## config.mk

```make
export PLATFORM = sky130hd
export DESIGN_NAME = ws2812_frame_serializer
export DESIGN_NICKNAME = d
export VERILOG_FILES = /design/src/rtl/racer_pkg.sv /design/src/rtl/ws2812_bit_timer.sv /design/src/rtl/ws2812_frame_serializer.sv
export SDC_FILE = /design/constraint.sdc
export NUM_CORES = 1
export LEC_CHECK = 0
export CAP_MARGIN = 0
export CORE_ASPECT_RATIO = 1.25
export CORE_MARGIN = 1.5
export CORE_UTILIZATION = 25
export DETAILED_ROUTE_END_ITERATION = 7
export PLACE_DENSITY = 0.52
export SETUP_SLACK_MARGIN = 0.02
export SLEW_MARGIN = 5
export SYNTH_ARGS = -nofsm -noshare
export SYNTH_HDL_FRONTEND = slang
export SYNTH_SLANG_ARGS = --single-unit
```

## constraint.sdc

```tcl
create_clock -name clk -period 2.2 [get_ports clk]
set_input_delay 0.44 -clock clk [delete_from_list [all_inputs] [get_ports clk]]
set_output_delay 0.44 -clock clk [all_outputs]
set_load 0.02 [all_outputs]
```

## src/rtl/racer_pkg.sv

```systemverilog
// Shared types and default timing for the racer LED strip path.
// Holds the 24-bit GRB colour type, the frame serializer FSM states,
// the default WS2812 timing constants and the optional dimming helper.
package racer_pkg;

  // One LED colour in strip wire order: {G[7:0], R[7:0], B[7:0]}.
  typedef logic [23:0] grb_t;

  // Frame serializer states. The encoding is three bits, and only these
  // five values are ever loaded into the state register.
  typedef enum logic [2:0] {
    IDLE  = 3'd0,
    FETCH = 3'd1,
    LOAD  = 3'd2,
    SEND  = 3'd3,
    LATCH = 3'd4
  } state_e;

  // Default timing, counted in system clock cycles.
  localparam int DEF_NUM_LEDS  = 109;
  localparam int DEF_BIT_CLK   = 31;
  localparam int DEF_T0H_CLK   = 10;
  localparam int DEF_T1H_CLK   = 20;
  localparam int DEF_LATCH_CLK = 1250;

  // Bits per LED on the wire.
  localparam int GRB_BITS = 24;

  // Quarter-brightness version of a colour: each 8-bit channel shifted right by 2.
  function automatic grb_t dim_grb(input grb_t c);
    return {2'b00, c[23:18], 2'b00, c[15:10], 2'b00, c[7:2]};
  endfunction

endpackage

```

## src/rtl/ws2812_bit_timer.sv

```systemverilog
// WS2812 single-bit waveform generator.
// While en_i is high, it counts BIT_CLK cycles per bit and drives dout_o high
// for the first T0H_CLK (bit_i=0) or T1H_CLK (bit_i=1) cycles of each period.
// bit_end_o marks the final cycle of a bit period. The counter is held at zero
// while en_i is low, so every enabled stretch begins at the start of a bit.
module ws2812_bit_timer #(
  parameter int BIT_CLK = 31,
  parameter int T0H_CLK = 10,
  parameter int T1H_CLK = 20
) (
  input  logic clk,
  input  logic rst,
  input  logic en_i,
  input  logic bit_i,
  output logic dout_o,
  output logic bit_end_o
);

  localparam int CYC_W = (BIT_CLK > 1) ? $clog2(BIT_CLK) : 1;

  localparam logic [CYC_W-1:0] CYC_LAST = CYC_W'(BIT_CLK - 1);
  localparam logic [CYC_W-1:0] CYC_T0H  = CYC_W'(T0H_CLK);
  localparam logic [CYC_W-1:0] CYC_T1H  = CYC_W'(T1H_CLK);

  logic [CYC_W-1:0] cyc_q;
  logic [CYC_W-1:0] cyc_d;

  // Bit-period position and high/low decision for the current cycle.
  always_comb begin
    // NOTE: every output of a combinational block gets a value on every path;
    // defaults come first so that no branch can leave a latch behind.
    cyc_d     = '0;
    bit_end_o = 1'b0;
    dout_o    = 1'b0;
    if (en_i) begin
      bit_end_o = (cyc_q == CYC_LAST);
      dout_o    = (cyc_q < (bit_i ? CYC_T1H : CYC_T0H));
      if (!bit_end_o) begin
        cyc_d = cyc_q + CYC_W'(1);
      end
    end
  end

  // Bit-cycle counter register.
  always_ff @(posedge clk) begin
    // NOTE: state registers use non-blocking assignments, so every flop in the
    // design samples its inputs at the same edge regardless of block order.
    if (rst) begin
      cyc_q <= '0;
    end else begin
      cyc_q <= cyc_d;
    end
  end

endmodule

```

## src/rtl/ws2812_frame_serializer.sv

```systemverilog
// WS2812 frame serializer for the racer track display.
// On an update_frame pulse it walks LEDs 0..NUM_LEDS-1. For each LED it shows
// the index (FETCH), captures the colour one cycle later (LOAD), shifts its 24
// bits out MSB first (SEND), and after the last LED it holds the line low for
// the latch time (LATCH) and pulses frame_done.
// Optional build macro: LEDS_RACER_DIM_EN -- captured colours are reduced to
// quarter brightness (each channel >> 2). Timing is unchanged.
module ws2812_frame_serializer
  import racer_pkg::*;
#(
  parameter int NUM_LEDS  = DEF_NUM_LEDS,
  parameter int BIT_CLK   = DEF_BIT_CLK,
  parameter int T0H_CLK   = DEF_T0H_CLK,
  parameter int T1H_CLK   = DEF_T1H_CLK,
  parameter int LATCH_CLK = DEF_LATCH_CLK,
  localparam int IDX_W    = (NUM_LEDS > 1) ? $clog2(NUM_LEDS) : 1
) (
  input  logic             clk,
  input  logic             rst,
  input  logic             update_frame,
  output logic [IDX_W-1:0] led_index,
  input  logic [23:0]      led_grb,
  output logic             dout,
  output logic             busy,
  output logic             frame_done
);

  localparam int LAT_W = (LATCH_CLK > 1) ? $clog2(LATCH_CLK) : 1;

  localparam logic [IDX_W-1:0] LAST_LED = IDX_W'(NUM_LEDS - 1);
  localparam logic [LAT_W-1:0] LAT_LAST = LAT_W'(LATCH_CLK - 1);
  localparam logic [4:0]       BIT_LAST = 5'(GRB_BITS - 1);

  state_e           state_q,   state_d;
  logic [IDX_W-1:0] led_cnt_q, led_cnt_d;
  logic [4:0]       bit_cnt_q, bit_cnt_d;
  grb_t             shreg_q,   shreg_d;
  logic [LAT_W-1:0] lat_cnt_q, lat_cnt_d;

  grb_t load_grb;
  logic bit_dout;
  logic bit_end;

  // Colour seen by LOAD: either passed through or dimmed to quarter brightness.
`ifdef LEDS_RACER_DIM_EN
  assign load_grb = dim_grb(grb_t'(led_grb));
`else
  assign load_grb = grb_t'(led_grb);
`endif

  // Per-bit waveform: runs only in SEND and sends the current MSB of the shift register.
  ws2812_bit_timer #(
    .BIT_CLK (BIT_CLK),
    .T0H_CLK (T0H_CLK),
    .T1H_CLK (T1H_CLK)
  ) u_bit_timer (
    .clk       (clk),
    .rst       (rst),
    .en_i      (state_q == SEND),
    .bit_i     (shreg_q[GRB_BITS-1]),
    .dout_o    (bit_dout),
    .bit_end_o (bit_end)
  );

  // Next-state logic: frame sequencing, LED and bit counters, shift register, latch timer.
  always_comb begin
    state_d    = state_q;
    led_cnt_d  = led_cnt_q;
    bit_cnt_d  = bit_cnt_q;
    shreg_d    = shreg_q;
    lat_cnt_d  = lat_cnt_q;
    frame_done = 1'b0;

    unique case (state_q)
      IDLE: begin
        // update_frame only matters here, so pulses during a frame are dropped.
        if (update_frame) begin
          state_d   = FETCH;
          led_cnt_d = '0;
        end
      end

      FETCH: begin
        // led_index already shows led_cnt_q. The colour arrives on the next cycle.
        state_d = LOAD;
      end

      LOAD: begin
        shreg_d   = load_grb;
        bit_cnt_d = '0;
        state_d   = SEND;
      end

      SEND: begin
        if (bit_end) begin
          if (bit_cnt_q == BIT_LAST) begin
            if (led_cnt_q < LAST_LED) begin
              led_cnt_d = led_cnt_q + IDX_W'(1);
              state_d   = FETCH;
            end else begin
              lat_cnt_d = '0;
              state_d   = LATCH;
            end
          end else begin
            bit_cnt_d = bit_cnt_q + 5'd1;
            shreg_d   = {shreg_q[GRB_BITS-2:0], 1'b0};
          end
        end
      end

      LATCH: begin
        if (lat_cnt_q == LAT_LAST) begin
          frame_done = 1'b1;
          lat_cnt_d  = '0;
          state_d    = IDLE;
        end else begin
          lat_cnt_d = lat_cnt_q + LAT_W'(1);
        end
      end

      default: begin
        state_d = IDLE;
      end
    endcase
  end

  // Registered FSM state and datapath. Reset overrides any update_frame request in the same cycle.
  always_ff @(posedge clk) begin
    if (rst) begin
      // NOTE: the shift register is a plain datapath register, not a memory,
      // so clearing it on reset is cheap and keeps post-reset state fully known.
      state_q   <= IDLE;
      led_cnt_q <= '0;
      bit_cnt_q <= '0;
      shreg_q   <= '0;
      lat_cnt_q <= '0;
    end else begin
      state_q   <= state_d;
      led_cnt_q <= led_cnt_d;
      bit_cnt_q <= bit_cnt_d;
      shreg_q   <= shreg_d;
      lat_cnt_q <= lat_cnt_d;
    end
  end

  // Output decode. dout is forced low outside SEND because the bit timer is disabled there.
  always_comb begin
    led_index = led_cnt_q;
    busy      = (state_q != IDLE);
    dout      = bit_dout;
  end

endmodule

```

==> results.md, run 1 <==
- The run finished with clean final reports.
- The final clock period utilization by the worst path is 95.8%.
- The sequential cells in the finished layout cover a total of between 0.001 and 0.0015 mm^2.
- The worst setup path is of the flip-flop to primary output kind.
- Wires add up to between 7000 and 8000 um.
- At the end of the flow, the number of nets in the layout was 421.
- The largest fanout of any net on the critical path is 2.
- TritonCTS built the clock tree.
- The first global-routing pass estimated between 10000 and 15000 um of wire.
- Counting I/O delays and the setup requirement, the final critical path takes between 2000 and 2500 ps.
- The max-slew violation count was 0.
- The mean cell area of the mapped netlist is about 8.4 um^2.
- The placement-stage worst setup slack is -87.1 ps.
- By area the synthesized netlist is led by sky130_fd_sc_hd__dfxtp_1, sky130_fd_sc_hd__nand2_1, sky130_fd_sc_hd__a311oi_1, sky130_fd_sc_hd__a21oi_1, sky130_fd_sc_hd__ha_1.
- Summed over its instances, the top area cell type makes up 37.9% of the synthesized netlist area.
- Setup repair after global routing could not meet its margin everywhere.
- The top cell type by total area after synthesis is sky130_fd_sc_hd__dfxtp_1.
- The signal on the critical path passes through inv_1, ha_1, o21a_1, o21ai_0, nand2b_1, a211oi_2, buf_2.
- The path class of the tightest hold or removal check is flip-flop to flip-flop.
- For this run, the number of Yosys warnings is 0.
- The tree is rooted in a sky130_fd_sc_hd__clkbuf_16.
- The synthesized netlist devotes less than 1% of its cell area to XOR and XNOR gates.
- The global routing met2 resource utilization is a little over a fifth.
- Entering global routing, the biggest net connects 28 pins.
- The leading cell type in the layout, fill and taps excluded is sky130_fd_sc_hd__nand2_1.
- The layer flagged by global routing as most heavily used is met2.
- The post-synthesis compound-gate area fraction is a little over a quarter.
- The critical path's largest stage delay is between 300 and 400 ps.
- The top-level port count is 37.
- At the worst endpoint, the required time is between 1500 and 2000 ps.
- The worst-case IR drop observed on VDD is between 0.0003 and 0.0004 V.
- The routed layout has 2748 vias.
- The mux share of post-synthesis cell area is less than 1%.
- The H-tree depth reported by CTS is 2.
- The longest clock path from root to sink contains 2 buffers.
- The number of global-route vias before repair is between 2k and 2.5k.
- The count of fill cells added during filler insertion is between 1k and 1.5k.
- The clock slew at the register clock pins of the worst setup and hold paths is 70 ps.
- Input and output buffers added on the ports amount to 36.
- The post-detailed-route count of antenna-violating nets is 0.
- The area fraction in and, or, nand and nor cells after synthesis is 23.9%.
- The utilization after layout is 32.2%.
- The setup clock skew after layout is between 6 and 7 ps.
- Global routing used approximately 1.7% of the available met3 tracks.
- The multi-input combinational cells in the finished layout cover a total of around 0.0016 mm^2.
- The total track usage is between 10% and 20%.
- The number of different library cells used by synthesis comes to between 50 and 60.
- The top cell types in the final layout, fill and taps aside, are sky130_fd_sc_hd__nand2_1, sky130_fd_sc_hd__dfxtp_1, sky130_fd_sc_hd__a21oi_1, sky130_fd_sc_hd__clkdlybuf4s50_1, sky130_fd_sc_hd__a311oi_1.
- The ratio of cells with drive above 1 in the final layout is between 10 and 15%.
- Setup violations remaining at the end of the flow were counted as 0.
- The primary flip-flop cell chosen by synthesis mapping is sky130_fd_sc_hd__dfxtp_1.
- The sum of buffers and inverters on the critical path is 2.
- The insertion delay of the later-clocked pin in the worst-skew pair is 290 ps.
- The worst setup path is captured at a primary output.
- The synthesized design contains 55 register bits.
- The overall die height is ~120 um.
- After routing, the total negative slack on setup checks comes to 0 ps.
- The half-perimeter wire length of the detailed placement result is slightly below 5000 um.
- The first detailed-routing pass took 6 iterations.
- The worst setup path is launched from a flip-flop.
- After the first detailed-routing iteration, the DRC count stood at ~150.
- The cell family contributing the most delay on the critical path is compound AO/OA/AOI/OAI gates.
- The worst setup margin is a little over 90 ps.
- The adder-cell share of the synthesized area is 3.88%.
- Counting every net in the synthesized netlist gives ~380.
- The total number of placement rows is between 40 and 50.
- The mapped cell area is between 0.002 and 0.003 mm^2.
- The horizontal extent of the die is between 90 and 100 um.
- Dividing the detail-routed via count by the number of cells gives roughly 5.3.
- Dividing the detail-routed wire length by the instance count gives 13.9 um.
- The part of the Yosys area used for sequential elements is a little under two fifths.
- The initial core utilization is 26.0%.
- By area, the combinational part of the netlist is dominated by compound AO/OA/AOI/OAI gates.
- The CTS buffer count is 5.
- Timing would allow up to roughly 0.47 GHz.
- The synthesis-to-layout area growth is 24.3%.
- For this design, the slowest cell found on the critical path is sky130_fd_sc_hd__dfxtp_2.
- In this run, synthesis inferred 0 flip-flops with an integrated enable.
- The clock sink count is between 50 and 60.
- Data on the critical path arrives at its endpoint at around 1700 ps.
- The share of synthesized flip-flops with an asynchronous set or reset is 0%.
- Synthesis produced a netlist whose cell count is between 300 and 400.
- The hold violation total from the final report is 0.
- The worst pin sits at a relative slew slack of approximately half.
- The max-cap check violation count is 0.
- The transition time of the tightest slew-check pin is 764 ps.
- The power density normalized to cell area is roughly 610 mW/mm^2.
- Summed over all layers, the global routing overflow is 0.
- For this run, global-route usage on met1 was measured as between 10% and 20%.
- The static power due to leakage is 0.00122 uW.
- The final weighted congestion of routability-driven global placement is between 0.7 and 0.8.
- 0 antenna diodes ended up in the layout.
- The full die area is 0.0123 mm^2.
- After detailed routing, the number of remaining DRC violations is 0.
- The initial antenna violation count is 0.
- The total area inside the core boundary comes to 0.0112 mm^2.
-- worst reg2reg max path, delay by kind of cell, from the launching register on --
family	cells	cell delay, ps
buf+inv	1	170
simple gates	2	840
compound gates	2	490
flops	1	430
-- per-layer routing --
metal	wire, um	vias to the layer above
met5	0	-
met4	109	0
met3	202	8
met2	3610	43
met1	3340	1312
li1	-	1385
-- kinds of logic after synthesis --
family,count (synthesis)
muxes,1
AOI/OAI and AO/OA,112
DFF,55
and+or+nand+nor,133
adders and majority gates,9
xor gates and xnor gates,3
buffers and inverters,34
-- power by group --
part / internal (uW) / total [uW] / switching, uW
Combinational: 144 / 325 / 180
Sequential: 1050 / 1080 / 30.9
Clock: 422 / 793 / 371
-- layout make-up --
| class | count | area share, % |
|---|---|---|
| Tap cell | 135 | 4.68 |
| Clock buffer | 6 | 3.57 |
| Clock inverter | 2 | 0.347 |
| Multi-Input combinational cell | 258 | 45.6 |
| Timing Repair Buffer | 59 | 14.7 |
| Sequential cell | 55 | 30.5 |
| Inverter | 6 | 0.624 |
-- per-stage QoR --
| step | hold WS [ps] | cells | cell area [um^2] | total power (uW) |
|---|---|---|---|---|
| floorplan | 430 | 347 | 2900 | 1300 |
| global placement | 449 | 513 | 3460 | 1430 |
| detailed placement | 462 | 513 | 3460 | 1430 |
| CTS | 473 | 521 | 3600 | 2230 |
| global route | 493 | 521 | 3610 | 2300 |
| finish | 471 | 521 | 3610 | 2200 |
-- repair_timing --
| item | 4_1_cts | 5_1_grt |
|---|---|---|
| setup endpoints to repair | 2 | 2 |
| setup buffers | 0 | 0 |
| pin swaps | 0 | 0 |
| gates resized for setup | 7 | 3 |
| hold buffers | 0 | 0 |
-- state kept, by name (all words and copies together) (netlist names) --
register           count
shreg_q               24
state_q                3
u_bit_timer.cyc_q      5
led_index              7
lat_cnt_q             11
bit_cnt_q              5
-- final timing paths --
| check | from | to | slack, ps | depth (start not counted) |
|---|---|---|---|---|
| hold reg to reg | u_bit_timer.cyc_q[0] | u_bit_timer.cyc_q[0] | 470 | 1 |
| hold / removal | u_bit_timer.cyc_q[0] | u_bit_timer.cyc_q[0] | 470 | 1 |
| setup / recovery | shreg_q[23] | dout | 90 | 7 |
| setup reg to reg | state_q[1] | lat_cnt_q[5] | 200 | 5 |
-- Yosys cell counts (all sizes together) (2+ instances only) --
library cell	number
inv	6
a211oi	13
nand3	14
and4	2
nand2b	4
buf	8
dfxtp	55
a21oi	39
nor4	2
nor2	10
ha	9
nand3b	2
nor3b	3
or3	5
a21o	3
o41ai	2
clkbuf	20
nor3	3
o21ai	10
and3	2
xor2	2
a311oi	24
or4	11
o21a	2
or4b	2
o31ai	9
nand2	61
nand4	5
No activity file was read; power rests on OpenSTA's default activity.
==> inputs of run 2 (changes only) <==
Settings changed: PLACE_DENSITY 0.52 to not set, PLACE_DENSITY_LB_ADDON set to 0.08.
==> results.md, run 2 (synthesis gave the netlist of run 1 again) <==
- The worst setup path is launched from a flip-flop.
- The slack of the worst reg-to-reg path is 220 ps (+20 ps).
- The maximum frequency from static timing analysis is 0.481 GHz (+1.4%).
- The final weighted congestion of routability-driven global placement is 0.716 (-6.5%).
- The max-slew violation count is 0 (unchanged).
- The half-perimeter wire length of the detailed placement result is 5280 um (+6.6%).
- The tightest min-delay check is of the flip-flop to flip-flop type.
- The worst max-slew margin expressed relative to the limit is 62.8% (+14 points).
- The timing endpoint of the critical path is busy.
- The full die area was 0.0123 mm^2 (unchanged).
- The final clock period utilization by the worst path came to 94.5% (-1.3 points).
- The root buffer cell is sky130_fd_sc_hd__clkbuf_16.
- The horizontal extent of the die is 99.4 um (unchanged).
- The DRC violation total after the first TritonRoute iteration came to 129 (-15%).
- The top cell types in the final layout, fill and taps aside, are sky130_fd_sc_hd__nand2_1, sky130_fd_sc_hd__dfxtp_1, sky130_fd_sc_hd__a21oi_1, sky130_fd_sc_hd__clkdlybuf4s50_1, sky130_fd_sc_hd__buf_4.
- The pin count of the biggest net entering global routing is 26 (-7.1%).
- The category of the critical setup timing path is flip-flop to primary output.
- The wire length of the first global-routing pass is 13200 um (+12%).
- Setup repair after global routing left no endpoint under its margin.
- The most critical setup path has its startpoint at state_q[0].
- The post-detailed-route count of antenna-violating nets is 0 (unchanged).
- The summed negative setup slack over all endpoints is 0 ps (unchanged).
- The clock tree buffer depth is 2 (unchanged).
- The count of non-filler cells in the finished layout is 525 (+0.77%).
- The total instance count after detailed placement is 517 (+0.78%).
- The clock period minus worst slack was 2080 ps (-29.2 ps).
- The average vias per placed instance came to 5.17 (-1.9%).
- The total number of placement rows was 43 (unchanged).
- The total DRC errors in the routed layout is 0 (unchanged).
- The clock slew at the register clock pins of the worst setup and hold paths was 70 ps (about the same).
- The average detailed-routed wire length per instance was 14.9 um (+7.2%).
- The overall die height is 124 um (unchanged).
- The library cell used most frequently in the layout, excluding fill and tap cells, is sky130_fd_sc_hd__nand2_1.
- The maximum vdd drop is 0.000322 V (+3.6%).
- The number of global-route vias before repair is 2696 (+8.0%).
- The standard cell core area came to 0.0112 mm^2 (unchanged).
- The number of buffer cells added on primary ports came to 36 (unchanged).
- The total via count in the routed design is 2716 (-1.2%).
- The synthesis-to-layout area growth is 26.0%.
- The H-tree depth reported by CTS came to 2 (unchanged).
- The wire length after detailed routing came to 7840 um (+8.0%).
- The largest fanout of any net on the critical path came to 8 (+6).
- The run finished with clean final reports.
- The setup-violating endpoint count in the final report is 0 (unchanged).
- The critical path endpoint category is a primary output.
- The initial core utilization came to 26.0% (unchanged).
- The antenna diode count was 0 (unchanged).
- The insertion delay of the later-clocked pin in the worst-skew pair is 300 ps (about the same).
- The depth of the most critical reg-to-reg path is 5 (unchanged).
- The hold violation total from the final report came to 0 (unchanged).
- The transition time of the tightest slew-check pin came to 558 ps (-206 ps).
- The CTS tree is built.
- The CTS buffer count came to 5 (unchanged).
- The total overflow reported by the global router is 0 (unchanged).
- The data arrival at the endpoint of the critical path was 1640 ps (-30 ps).
- The register containing the most flip-flops in the final layout is shreg_q.
- The layout net count is 425 (+0.95%).
- The total track usage is 13.4% (+1.6 points).
- In this run the critical register-to-register path is captured at lat_cnt_q[7].
- The critical path required time is 1760 ps (about the same).
- The clock sink count was 55 (unchanged).
- The number of flip-flops in the largest register is 24 (unchanged).
- The count of buffers added by post-CTS timing repair for setup is 0 (unchanged).
- The top-level port count is 37 (unchanged).
- The setup clock skew after layout came to 6.68 ps (+0.417 ps).
- The power density normalized to cell area is 607 mW/mm^2 (-0.21%).
- The static power due to leakage is 0.00124 uW (+1.5%).
- The worst register-to-register path begins at state_q[1].
- The first-pass detailed-route iteration total came to 4 (-2).
- The initial antenna violation count was 0 (unchanged).
- The max-cap check violation count came to 0 (unchanged).
- The ratio of cells with drive above 1 in the final layout is 13.8% (+1.2 points).
==> run 2: repair_timing <==
action	CTS	global route
hold buffers	0	0
resized for setup	7	4
pin swaps	0	1
endpoints found under the setup margin	2	1
==> run 2: worst min-delay path by stage <==
| stage | from | endpoint | cells past startpoint |
|---|---|---|---|
| after global placement | u_bit_timer.cyc_q[0] | u_bit_timer.cyc_q[0] | 1 |
| after global routing | u_bit_timer.cyc_q[0] | u_bit_timer.cyc_q[0] | 1 |
| after detailed placement | u_bit_timer.cyc_q[0] | u_bit_timer.cyc_q[0] | 1 |
| final | u_bit_timer.cyc_q[0] | u_bit_timer.cyc_q[0] | 1 |
| after floorplan | u_bit_timer.cyc_q[0] | u_bit_timer.cyc_q[0] | 1 |
| after CTS | u_bit_timer.cyc_q[0] | u_bit_timer.cyc_q[0] | 1 |
==> run 2: critical path, stage by stage (launching register included) <==
cell and delay [ps]:
sky130_fd_sc_hd__dfxtp_1 390, sky130_fd_sc_hd__or3_1 400, sky130_fd_sc_hd__clkdlybuf4s50_1 560
==> run 2: layer usage <==
layer,share of wire [%],global-route usage (%),vias up
met5,0,0,-
met4,1.9,4.84,0
met3,3.8,3.05,10
met2,49,23.6,50
met1,46,16.0,1265
li1,-,-,1391
==> run 2: stage by stage <==
step	power [uW]	hold slack (ps)	setup WS [ps]	cell area [um^2]	util, %
6_report	2220	467	121	3660	32.7
5_1_grt	2330	488	43.6	3660	32.7
4_1_cts	2260	472	30.9	3650	32.6
3_5_place_dp	1440	462	-84.8	3510	31.4
3_3_place_gp	1440	451	-30.2	3510	31.4
2_1_floorplan	1300	430	142	2900	-
==> run 2: cell type report <==
class                   count  area, um^2
well taps                 135         169
repair buffers             63         579
fillers                  1206        7530
clock buffers               6         129
clock inverters             2        12.5
inverters                   6        22.5
flip-flops and latches     55        1100
multi-input cells         258        1640
==> run 2: report_power, final <==
group / switching, uW / internal, uW / total (uW)
clock network: 383 / 422 / 806
logic: 186 / 152 / 338
registers: 31.4 / 1050 / 1080
==> inputs of run 3 (changes only) <==
Settings changed: SKIP_CTS_REPAIR_TIMING set to 1.
==> results.md, run 3 (synthesis gave the netlist of run 1 again) <==
- The run finished with clean final reports.
- The switching power of the nets is 602 uW (+0.11%).
- The post-route met1 wirelength is 3560 um (-0.34%).
- The critical path required time is 1760 ps (about the same).
- The length of routed met3 wiring is 278 um (-6.4%).
- The relative contribution of the clock network to total power came to 36.3% (about the same).
- Setup repair after global routing could not meet its margin everywhere.
- The power density normalized to cell area came to 608 mW/mm^2 (about the same).
- The post-detailed-route count of antenna-violating nets is 0 (unchanged).
- The clock sink count is 55 (unchanged).
- The critical path endpoint category is a primary output.
- The worst max-slew margin expressed relative to the limit is 64.4% (+1.6 points).
- The wire length after detailed routing was 7790 um (-0.60%).
- The ratio of cells with drive above 1 in the final layout is 13.6% (-0.26 points).
- The final weighted congestion of routability-driven global placement is 0.716 (unchanged).
- TritonCTS built the clock tree.
- The tree is rooted in a sky130_fd_sc_hd__clkbuf_16.
- The average vias per placed instance came to 5.16 (-0.22%).
- The worst hold path class is flip-flop to flip-flop.
- The internal cell power is 1620 uW (about the same).
- The total number of placement rows is 43 (unchanged).
- The number of global-route vias before repair is 2690 (-0.22%).
- The largest fanout of any net on the critical path is 8 (unchanged).
- The setup clock skew after layout is 5.99 ps (-0.687 ps).
- STA classifies the critical path startpoint as a flip-flop.
- The top-level port count is 37 (unchanged).
- The pin count of the biggest net entering global routing was 26 (unchanged).
- The insertion delay of the later-clocked pin in the worst-skew pair is 300 ps (about the same).
- The clock slew at the register clock pins of the worst setup and hold paths is 70 ps (about the same).
- The data arrival at the endpoint of the critical path came to 1640 ps (about the same).
- The register containing the most flip-flops in the final layout is shreg_q.
- The maximum frequency from static timing analysis is 0.481 GHz (about the same).
- The sequential share of power is 48.5% (about the same).
- The number of buffer cells added on primary ports is 36 (unchanged).
- The initial antenna violation count was 0 (unchanged).
- The average detailed-routed wire length per instance is 14.8 um (-0.60%).
- The wire length on met2 is 3810 um (-0.39%).
- The clock tree buffer depth was 2 (unchanged).
- The total track usage is 13.4% (-0.024 points).
- The horizontal extent of the die came to 99.4 um (unchanged).
- The number of flip-flops in the largest register is 24 (unchanged).
- The total via count in the routed design is 2710 (-0.22%).
- The top cell types in the final layout, fill and taps aside, are sky130_fd_sc_hd__nand2_1, sky130_fd_sc_hd__dfxtp_1, sky130_fd_sc_hd__a21oi_1, sky130_fd_sc_hd__clkdlybuf4s50_1, sky130_fd_sc_hd__buf_4.
- The transition time of the tightest slew-check pin is 534 ps (-24.2 ps).
- The full die area came to 0.0123 mm^2 (unchanged).
- The total power consumption of the routed design is 2220 uW (about the same).
- The final hold slack is 467 ps (+0.129 ps).
- The overall die height was 124 um (unchanged).
- The standard cell core area is 0.0112 mm^2 (unchanged).
- The max-cap check violation count was 0 (unchanged).
- The highest metal layer carrying signal wires in the routed design is met4.
- The DRC violation total after the first TritonRoute iteration is 117 (-9.3%).
- The CTS buffer count is 5 (unchanged).
- The area growth from synthesis to layout is 25.9%.
- The maximum vdd drop was 0.000322 V (about the same).
- The H-tree depth reported by CTS is 2 (unchanged).
- The antenna diode count is 0 (unchanged).
- The category of the critical setup timing path is flip-flop to primary output.
- The half-perimeter wire length of the detailed placement result is 5280 um (unchanged).
- The leading cell type in the layout, fill and taps excluded is sky130_fd_sc_hd__nand2_1.
- The share of power burned in combinational logic is 15.1% (about the same).
- The setup-violating endpoint count in the final report is 0 (unchanged).
- The total DRC errors in the routed layout came to 0 (unchanged).
- The total overflow reported by the global router is 0 (unchanged).
- The first-pass detailed-route iteration total is 4 (unchanged).
- The max-slew violation count is 0 (unchanged).
- The fraction of power spent switching nets was 27.1% (+0.035 points).
- The final clock period utilization by the worst path is 94.5% (about the same).
- The layout net count is 425 (unchanged).
- The hold violation total from the final report is 0 (unchanged).
- The wire length of the first global-routing pass is 13200 um (-0.21%).
- The static power due to leakage is 0.00126 uW (+0.99%).
- The initial core utilization is 26.0% (unchanged).
- The clock period minus worst slack came to 2080 ps (+0.256 ps).
==> run 3: worst max-delay path: stages (launching register included) <==
cell and delay [ps]:
sky130_fd_sc_hd__dfxtp_1 390, sky130_fd_sc_hd__or3_1 400, sky130_fd_sc_hd__clkdlybuf4s50_1 560
==> run 3: cell type report <==
type	count	area, um^2
inverters	6	22.5
repair buffers	63	581
clock inverters	2	12.5
well taps	135	169
flip-flops and latches	55	1100
clock buffers	6	129
multi-input cells	258	1640
fillers	1208	7540
==> run 3: layer usage <==
| layer | GRT usage (%) | vias up |
|---|---|---|
| met3 | 3.00 | 10 |
| met4 | 4.84 | 0 |
| met1 | 16.0 | 1260 |
| li1 | - | 1392 |
| met2 | 23.6 | 48 |
| met5 | 0 | - |
==> run 3: power groups by stage <==
stage / clock (uW) / sequential, uW / combinational (uW)
2_1_floorplan: 0 / 1090 / 213
3_3_place_gp: 0 / 1100 / 342
3_5_place_dp: 0 / 1100 / 342
4_1_cts: 846 / 1080 / 343
5_1_grt: 868 / 1080 / 374
6_report: 807 / 1080 / 336
==> run 3: per-stage QoR <==
stage	cell area (um^2)	setup TNS (ps)	std cells	worst slack (ps)	utilization (%)
2_1_floorplan	2900	0	347	142	-
3_3_place_gp	3510	-30.2	517	-30.2	31.4
3_5_place_dp	3510	-84.8	517	-84.8	31.4
4_1_cts	3650	-643	525	-422	32.6
5_1_grt	3650	-6.52	525	-6.52	32.7
6_report	3650	0	525	121	32.7
==> run 3: final timing paths <==
path / start / end / slack, ps / cells past startpoint
max: state_q[0] / busy / 120 / 2
min: u_bit_timer.cyc_q[0] / u_bit_timer.cyc_q[0] / 470 / 1
max reg2reg: state_q[1] / lat_cnt_q[7] / 230 / 5
min reg2reg: u_bit_timer.cyc_q[0] / u_bit_timer.cyc_q[0] / 470 / 1
